File: src/rtl/mem_wr_a.sv
// mem_wr_a: streams one frame of 8-bit pixels into BRAM port A at sequential addresses 0..N-1.
// Define FRAME_LOOP_EN to start the next frame automatically after DONE instead of waiting in IDLE.
module mem_wr_a #(
  parameter int MAX_ROW = 540,
  parameter int MAX_COL = 540
) (
  input  logic        clk,
  input  logic        rst,
  input  logic        start_i,
  input  logic        pix_valid_i,
  input  logic [7:0]  pix_data_i,
  output logic        pix_ready_o,
  output logic        ena_o,
  output logic        wea_o,
  output logic [18:0] addra_o,
  output logic [7:0]  d2mema_o,
  input  logic [7:0]  mem2da_i,
  output logic        busy_o,
  output logic        frame_done_o
);

  localparam int          N         = MAX_ROW * MAX_COL;
  localparam logic [18:0] LAST_ADDR = 19'(N - 1);

  typedef enum logic [1:0] {
    IDLE,
    WRITE,
    DONE
  } state_e;

  state_e      state_q, state_d;
  logic [18:0] cnt_q, cnt_d;
  logic        ena_q, ena_d;
  logic [18:0] addr_q, addr_d;
  logic [7:0]  data_q, data_d;
  logic        accept;

  // Read port is never used; the reduction keeps the input visibly consumed.
  logic unused_mem2da;
  assign unused_mem2da = ^mem2da_i;

  assign accept = pix_valid_i && (state_q == WRITE);

  always_comb begin
    state_d = state_q;
    cnt_d   = cnt_q;
    ena_d   = 1'b0;
    addr_d  = addr_q;
    data_d  = data_q;
    case (state_q)
      IDLE: begin
        if (start_i) begin
          state_d = WRITE;
          cnt_d   = '0;
        end
      end
      WRITE: begin
        if (accept) begin
          ena_d  = 1'b1;
          addr_d = cnt_q;
          data_d = pix_data_i;
          if (cnt_q == LAST_ADDR) begin
            cnt_d   = '0;
            state_d = DONE;
          end else begin
            cnt_d = cnt_q + 19'd1;
          end
        end
      end
      DONE: begin
        cnt_d = '0;
`ifdef FRAME_LOOP_EN
        state_d = WRITE;
`else
        state_d = IDLE;
`endif
      end
      default: begin
        state_d = IDLE;
        cnt_d   = '0;
      end
    endcase
  end

  always_ff @(posedge clk) begin
    if (rst) begin
      state_q <= IDLE;
      cnt_q   <= '0;
      ena_q   <= 1'b0;
      addr_q  <= '0;
      data_q  <= '0;
    end else begin
      state_q <= state_d;
      cnt_q   <= cnt_d;
      ena_q   <= ena_d;
      addr_q  <= addr_d;
      data_q  <= data_d;
    end
  end

  // DONE follows the last accept directly, so it lines up with the strobe of pixel N-1.
  assign pix_ready_o  = (state_q == WRITE);
  assign busy_o       = (state_q != IDLE);
  assign frame_done_o = (state_q == DONE);
  assign ena_o        = ena_q;
  assign wea_o        = ena_q;
  assign addra_o      = addr_q;
  assign d2mema_o     = data_q;

endmodule

File: config.mk
export PLATFORM = sky130hd
export DESIGN_NAME = mem_wr_a
export DESIGN_NICKNAME = d
export VERILOG_FILES = /design/src/rtl/mem_wr_a.sv
export SDC_FILE = /design/constraint.sdc
export NUM_CORES = 1
export LEC_CHECK = 0
export BUFFER_PORTS_ARGS = -buffer_cell sky130_fd_sc_hd__buf_2
export CAP_MARGIN = 30
export CELL_PAD_IN_SITES_DETAIL_PLACEMENT = 1
export CELL_PAD_IN_SITES_GLOBAL_PLACEMENT = 1
export CORE_MARGIN = 10
export CORE_UTILIZATION = 34
export CTS_BUF_LIST = sky130_fd_sc_hd__clkbuf_8 sky130_fd_sc_hd__clkbuf_16
export CTS_CLUSTER_SIZE = 12
export DETAILED_ROUTE_END_ITERATION = 6
export GPL_TIMING_DRIVEN = 1
export PLACE_DENSITY_LB_ADDON = 0.1
export SETUP_SLACK_MARGIN = 0.5
export SYNTH_ARGS = -nofsm -noshare
export SYNTH_HDL_FRONTEND = slang
export SYNTH_SLANG_ARGS = --single-unit
File: constraint.sdc
create_clock -name clk -period 1.75 [get_ports clk]
set_input_delay 0.175 -clock clk [delete_from_list [all_inputs] [get_ports clk]]
set_output_delay 0.175 -clock clk [all_outputs]
set_load 0.005 [all_outputs]
# Word level (Yosys, flattened, before mapping)
# Index checks and enable logic that the tools add are counted.
[totals] reg_bits=49 inputBits=20 out_inout_bits=32
[op_classes] addsub=1 eq_ne=6 muxes=9 bitwise=1 reduce_logical=7
[op_table] cell="$mux 19" n=3
[op_table] cell="$pmux 19 s2" n=1
[op_table] cell="$add 19x1->19 const B" n=1
[op_table] cell="$eq 19x19->1 const B" n=1
[op_table] cell="$mux 2" n=3
[op_table] cell="$ne 2x1->1 const B" n=2
[op_table] cell="$pmux 2 s2" n=1
[op_table] cell="$reduce_and 2->1" n=2
[op_table] cell="$reduce_and 3->1" n=1
[op_table] cell="$eq 2x1->1 const B" n=1
[op_table] cell="$eq 2x2->1 const B" n=1
[op_table] cell="$logic_not 2->1" n=1
[op_table] cell="$ne 2x2->1 const B" n=1
[op_table] cell="$reduce_bool 2->1" n=1
[op_table] cell="$reduce_or 2->1" n=1
[op_table] cell="$logic_and 1x1->1" n=1
[op_table] cell="$mux 1" n=1
[op_table] cell="$not 1->1" n=1

# Longest topological paths before layout
# Gate-level depths: netlist (run 1).
[depth] word_depth=4 mapped_depth=6

# Worst setup path before layout (run 1)
# Ideal clock, no wire load.
[synth_path] kind="register to register" start="reg cnt_q[0]" end="reg cnt_q[0]" t_arrival_ns=1.674 required_ns=1.608 path_slack_ns=-0.066 stages_incl_launch_ff=7 n_path_buf=1 period_less_slack_ns=1.816 path_cell_list="dfxtp_1 > ha_1 > and3_1 > o21ai_2 > nor4_4 > buf_4 > nor3_1"
[synth_between] elab_chain_cells=4 elab_cells_between_ends=5
[synth_rtl] item="start, declared" line_no="32" rtl="logic [18:0] cnt_q, cnt_d;"
[synth_rtl] item="start signal, assigned" line_no="94" rtl="cnt_q <= cnt_d;"
[synth_rtl] item="$add 19x1->19 or $eq 19x19->1 (tied branches)" line_no="66, 62"
[synth_rtl] item="$mux 19 (*)" line_no="62" rtl="if (cnt_q == LAST_ADDR) begin"
[synth_rtl] item="$mux 19 (*)" line_no="58" rtl="if (accept) begin"
[synth_rtl] item="$pmux 19 s2 (*)" line_no="50" rtl="case (state_q)"
# Mark *: on every way between the ends. The rest lies on a longest branch, timed or not. The select of a mux whose other input is x is not followed.
# A chain may end at the register's enable or synchronous reset.

# Final worst setup path (run 1)
[layout_path] start="reg cnt_q[16]" end="reg state_q[1]"
[layout_between] elab_chain_cells=3
[layout_rtl] item="$eq 19x19->1" line_no="62"
[layout_rtl] item="$ne 2x1->1 (no source line)"
[layout_rtl] item="$reduce_and 3->1 (no source line)"
[layout_rtl] item="end signal, assigned" line_no="93" rtl="state_q <= state_d;"
[layout_rtl] item="end, declared" line_no="31" rtl="state_e state_q, state_d;"
# Every way passes these cells.

==> results.toml, run 1 <==
[status]
status = "finished, final reports clean"

[sta]
final.min_clock_period_ns = 1.63
hold_viol_final = 0
max_freq_ghz = 0.614
tightest_slew_ns = 0.478
setup_viol = 0
skew_ns = 0.00653
slew_headroom_pct = 68.1
finalCritPeriodShare_pct = 93.1
rsz0062_at_grt = "yes"
final_max_slew_viol_count = 0

[floorplan]
row_count = 28
fp.dieW_um = 97.4
dieArea_um2 = 9490
die-height_um = 97.4
core_area_um2 = 5890
initial_core_util_pct = 34.6
io_pins = 52

[synthesis]
avgSynthCellArea_um2 = 8.67
ys_types = 40
ys_ff_latch = 49
syn_area_um2 = 2040
yosysTopAreaCell = "dfxtp_1"
yosysMostFrequentCell = "nand2_1"
ys.flop_type = "dfxtp_1"
netlist_instances = 235
ys_seq_area_share_pct = 48.1
synthTopCellsByArea = "dfxtp_1 (48%), nand2_1 (11%), a21oi_1 (6.6%)"
ys_async_sr_fraction_pct = 0
syn_nets = 256
synth-edff-count = 0
synth_top_area_share_pct = 48.1
synth_common_cells = "nand2_1 (58), dfxtp_1 (49), a21oi_1 (27)"
yosys_warnings = 0

[finish]
multiInputGateArea_um2 = 1310
finalNetCount = 333
design_area_um2 = 3140
seq_area_um2 = 1010
n_fill_cell = 684
antenna_cells = 0
synthToLayoutAreaGrowth_pct = 54.1
drive_gt1_share_pct = 55.0
fin_cells = 388

[power]
vdd.ir_drop.worst_mv = 0.341
leakage_nw = 1.33
report.power.total_mw = 2.07
p_per_area_nw_per_um2 = 660

[clocking]
cts_max_level = 2
cts.sinks = 49
clkLatencyLatePin_ns = 0.30
root_buffer = "clkbuf_8"
clockBufferDepth = 2
cts_buffers = 5
cts_tree = "done"
clk_pin_slew_ns = 0.09
postCtsHoldBufs = 0

[critical_path]
r2r_cells = 5
critPathArrivalTime_ns = 1.88
path_class = "reg -> reg"
slowest_stage = "dfxtp_1"
crit_chain = "nor4_1 > nand3b_1 > nor4_4 > buf_6 > and3b_1"
cp_max_fo = 10
cp-start-kind = "register"
endpoint_kind = "register"
critPathMaxStageDelay_ns = 0.37
cp.required_ns = 2.00

[global_route]
antenna_found_initial = 0
gr-total-overflow = 0
grt_usage_pct = 12.4
grt_max_degree = 30
grt_pass1_vias = 1964
grt_pass1_wl_um = 9830

[detailed_routing]
drc = 0
ant_nets = 0
first_pass_iters = 4
wl_um = 6660
drt_iter0_markers = 38
routed_via_density = 5.15
num_vias = 1997
wl_per_cell_um = 17.2

[placement]
io_buffers = 43
dp.cells = 359
globalplace.congestion = 0.739
dpl.hpwl_um = 4090
placed_area_um2 = 2470

[hold_path]
hold_class = "in -> reg"
worstHoldPathCells = 3

[flow_run]
maxCapViolations = 0
power breakdown:
part | switching, mW | internal, mW | total (mW)
clock | 0.376 | 0.314 | 0.690
sequential | 0.0117 | 1.12 | 1.14
combinational | 0.134 | 0.113 | 0.247
metal layers:
layer	share of wire, %	global-route usage, %	vias to the layer above
met3	4.2	3.77	7
met2	54	21.7	28
met1	41	13.8	987
met4	1.0	4.03	0
met5	0	0	-
li1	-	-	975
cell type report:
| class | instances | share of cell area [%] |
|---|---|---|
| clock buffers | 6 | 2.63 |
| inverters | 4 | 0.478 |
| clock inverters | 2 | 0.279 |
| repair buffers | 83 | 20.0 |
| multi-input cells | 169 | 41.6 |
| flip-flops and latches | 49 | 32.1 |
| well taps | 75 | 2.99 |
cells by family after synthesis:
kind of cell,synth area share (%)
adder cells (fa/ha/maj),0.614
AO/OA/AOI/OAI,17.9
multiplexers,1.23
XOR/XNOR,4.30
flip-flops,48.1
buffers and inverters,3.99
AND/OR/NAND/NOR,23.8
worst max-delay path, delay by kind of cell, from the launching register on:
kind,cells,cell delay [ns]
buffers and inverters,1,0.20
AND/OR/NAND/NOR,4,0.99
flip-flops,1,0.37
worst paths after layout:
kind | start | to | slack [ns]
worst min register to register | addra_o[9] | addra_o[9] | 0.45
worst min-delay path | pix_data_i[2] | d2mema_o[2] | 0.11
worst max-delay path | cnt_q[16] | state_q[1] | 0.12
worst max register to register | cnt_q[16] | state_q[1] | 0.12
registers in the layout, indices dropped and copies added (netlist names):
signal and count:
cnt_q 19, ena_o 1, d2mema_o 8, state_q 2
addra_o 19
through the flow:
stage          setup TNS [ns]  worst slack [ns]  utilization [%]  hold WS, ns
4_1_cts                     0            0.0714             45.1       0.0939
3_3_place_gp                0            0.0983             42.0        0.416
2_1_floorplan               0             0.156                -        0.311
3_5_place_dp                0            0.0639             42.0        0.424
6_report                    0             0.121             53.4        0.105
5_1_grt             -0.000356         -0.000356             53.4       0.0895
timing repair:
action | CTS | global route
buffers inserted | 8 | 10
pin swaps | 5 | 36
resized for setup | 10 | 92
gates cloned | 0 | 3
hold endpoints to repair | 0 | 0
endpoints found under the setup margin | 40 | 51
placed cells by master, fill, tap and decap left out, types with 3 or more instances in the layout:
cell	netlist	layout
a211oi_1	7	4
a211oi_2	1	4
a21oi_1	27	3
a21oi_2	0	24
buf_2	2	41
buf_4	2	28
buf_6	1	9
clkbuf_16	0	3
clkbuf_8	0	6
dfxtp_1	49	38
dfxtp_2	0	6
dfxtp_4	0	5
inv_1	4	4
nand2_1	58	36
nand2_2	0	8
nand2_4	0	14
nor2_1	4	3
nor3_1	10	10
o2111ai_1	5	4
o21ai_0	7	6
or3_1	6	6
xor2_1	9	9
(Power assumes the default switching activity.)
==> run 2: changes to the inputs <==
Settings changed: ABC_AREA set to 1.
==> run 2 against run 1 <==
  * Synthesized cell count increased by 35%
  * Global-route usage up 1.2 points
  * First-iteration DRC count grew 120%
  * Count of clock-buffer cells in the layout stayed put
  * Utilization decreased by 5.2 points
  * Critical path depth is 2 higher
  * Power rose by 20%
  * Combinational power grew to 2.6 times the previous value
  * Sequential cell count stayed put
  * Critical path type unchanged
  * Critical endpoint is now cnt_q[2]
  * Largest cell class unchanged
  * Largest power group unchanged
==> results.toml, run 2 <==
[status]
status = "finished, final reports clean"

[finish]
drive_gt1_share_pct = 38.4
design_area_um2 = 3070
finalNetCount = 406
layout_commonest_cell = "nand2_1"
seq_area_um2 = 1020
multiInputGateArea_um2 = 1260
n_fill_cell = 822
synthToLayoutAreaGrowth_pct = 37.0
utilization_pct = 48.1
final_cell_mix = "nand2_1 (77), buf_2 (42), nand3_1 (40)"
antenna_cells = 0

[synthesis]
synth_compound_area_share_pct = 7.25
avgSynthCellArea_um2 = 7.08
syn_area_um2 = 2240
yosysMostFrequentCell = "nand2_1"
synth_top_family_by_area = "simple AND/OR/NAND/NOR gates"
synth-simple-area-share_pct = 37.7
synthXorXnorAreaFrac_pct = 1.56
ys_ff_latch = 49
yosys_warnings = 0
ys_seq_area_share_pct = 43.7
syn_nets = 338
synth_common_cells = "nand2_1 (81), dfxtp_1 (49), nand3_1 (45)"
synth-edff-count = 0
muxShareOfSynthArea_pct = 0.446
ys_types = 26
synthAdderAreaFrac_pct = 0.557
synthTopCellsByArea = "dfxtp_1 (44%), nand2_1 (14%), nand3_1 (10%)"
netlist_instances = 317
ys.flop_type = "dfxtp_1"
yosysTopAreaCell = "dfxtp_1"
synth_top_area_share_pct = 43.7
ys_async_sr_fraction_pct = 0

[floorplan]
initial_core_util_pct = 35.1
dieArea_um2 = 10300
core_area_um2 = 6390
row_count = 29
io_pins = 52
fp.dieW_um = 101
die-height_um = 101

[sta]
rsz0062_at_grt = "yes"
slew_headroom_pct = 73.4
tightest_slew_ns = 0.398
final_max_slew_viol_count = 0
setup_viol = 0
finalCritPeriodShare_pct = 81.8
max_freq_ghz = 0.699
fin_tns_setup_ns = 0
final.min_clock_period_ns = 1.43
skew_ns = 0.0114
hold_viol_final = 0

[critical_path]
critPathArrivalTime_ns = 1.63
r2r_end = "cnt_q[2]"
cp.required_ns = 1.95
r2r_start = "state_q[0]"
endpoint_kind = "register"
r2r_slack_ns = 0.32
cp-start-kind = "register"
r2r_cells = 7
cp_max_fo = 6
path_class = "reg -> reg"

[clocking]
cts_tree = "done"
cts.sinks = 49
clkLatencyLatePin_ns = 0.31
clockBufferDepth = 2
clk_pin_slew_ns = 0.09
cts_buffers = 5
root_buffer = "clkbuf_8"
cts_max_level = 2

[detailed_routing]
wl_um = 7220
drt_iter0_markers = 84
ant_nets = 0
first_pass_iters = 4
routed_via_density = 5.02
num_vias = 2321
wl_per_cell_um = 15.6
drc = 0

[flow_run]
maxCapViolations = 0

[power]
p_per_area_nw_per_um2 = 812
report.power.total_mw = 2.50
leakage_nw = 1.24
vdd.ir_drop.worst_mv = 0.437

[global_route]
gr-total-overflow = 0
grt_usage_pct = 13.6
antenna_found_initial = 0
grt_pass1_vias = 2455
grt_pass1_wl_um = 11400
grt_max_degree = 31

[hold_path]
min_from = "pix_data_i[7]"
hold_class = "in -> reg"
worstHoldPathCells = 3
hold_end = "d2mema_o[7]"

[placement]
dpl.hpwl_um = 4620
io_buffers = 43
globalplace.congestion = 0.820
placed_area_um2 = 2560
## run 2: how the worst max path moves through the flow
stage               cells after the start       start  slack, ns         to
detailed placement                      9   cnt_q[12]       0.25   cnt_q[6]
global route                            9  state_q[1]       0.25  cnt_q[14]
global placement                        8    cnt_q[0]       0.26   cnt_q[6]
CTS                                     9    cnt_q[1]       0.42  cnt_q[17]
floorplan                               9    cnt_q[1]       0.47  cnt_q[11]
finish                                  7  state_q[0]       0.32   cnt_q[2]
## run 2: area by class of cell
class                           instances  share of cell area, %
Clock buffer                            6                   2.69
Clock inverter                          1                  0.244
Inverter                               26                   3.58
Multi-Input combinational cell        228                   41.1
Sequential cell                        49                   33.0
Tap cell                               77                   3.13
Timing Repair Buffer                   75                   16.2
## run 2: repair_timing
item,in CTS,in global routing
pin swaps,9,12
gates cloned,1,1
resized for setup,37,38
hold buffers,0,0
buffers inserted,13,7
setup endpoints to repair,47,49
## run 2: logic make-up after synthesis
kind of cell | after synthesis
AO/OA/AOI/OAI | 32
XOR/XNOR | 4
adder cells (fa/ha/maj) | 1
buffers and inverters | 41
flip-flops | 49
multiplexers | 1
AND/OR/NAND/NOR | 189
## run 2: per-stage QoR
stage / hold slack [ns] / setup slack, ns / cells
floorplan: 0.340 / 0.474 / 317
global placement: 0.445 / 0.260 / 433
detailed placement: 0.449 / 0.253 / 433
CTS: 0.122 / 0.418 / 454
global route: 0.130 / 0.248 / 462
finish: 0.128 / 0.319 / 462
## run 2: critical path, cell delays in order (launching register included)
cell      delay, ns
dfxtp_2        0.42
nand3b_1       0.21
nand2_4        0.21
inv_8          0.06
buf_4          0.13
nand2_1        0.06
xor2_1         0.17
nor2_2         0.05
## run 2: power by group
group	internal, mW	leakage (nW)	switching (mW)
Sequential	1.14	0.405	0.0307
Combinational	0.265	0.794	0.365
Clock	0.313	0.0433	0.380
## run 2: metal layers
metal / wire length (um) / GRT usage, %
met1: 3130 / 15.1
met2: 3690 / 24.6
met3: 332 / 3.54
met4: 70 / 4.18
met5: 0 / 0
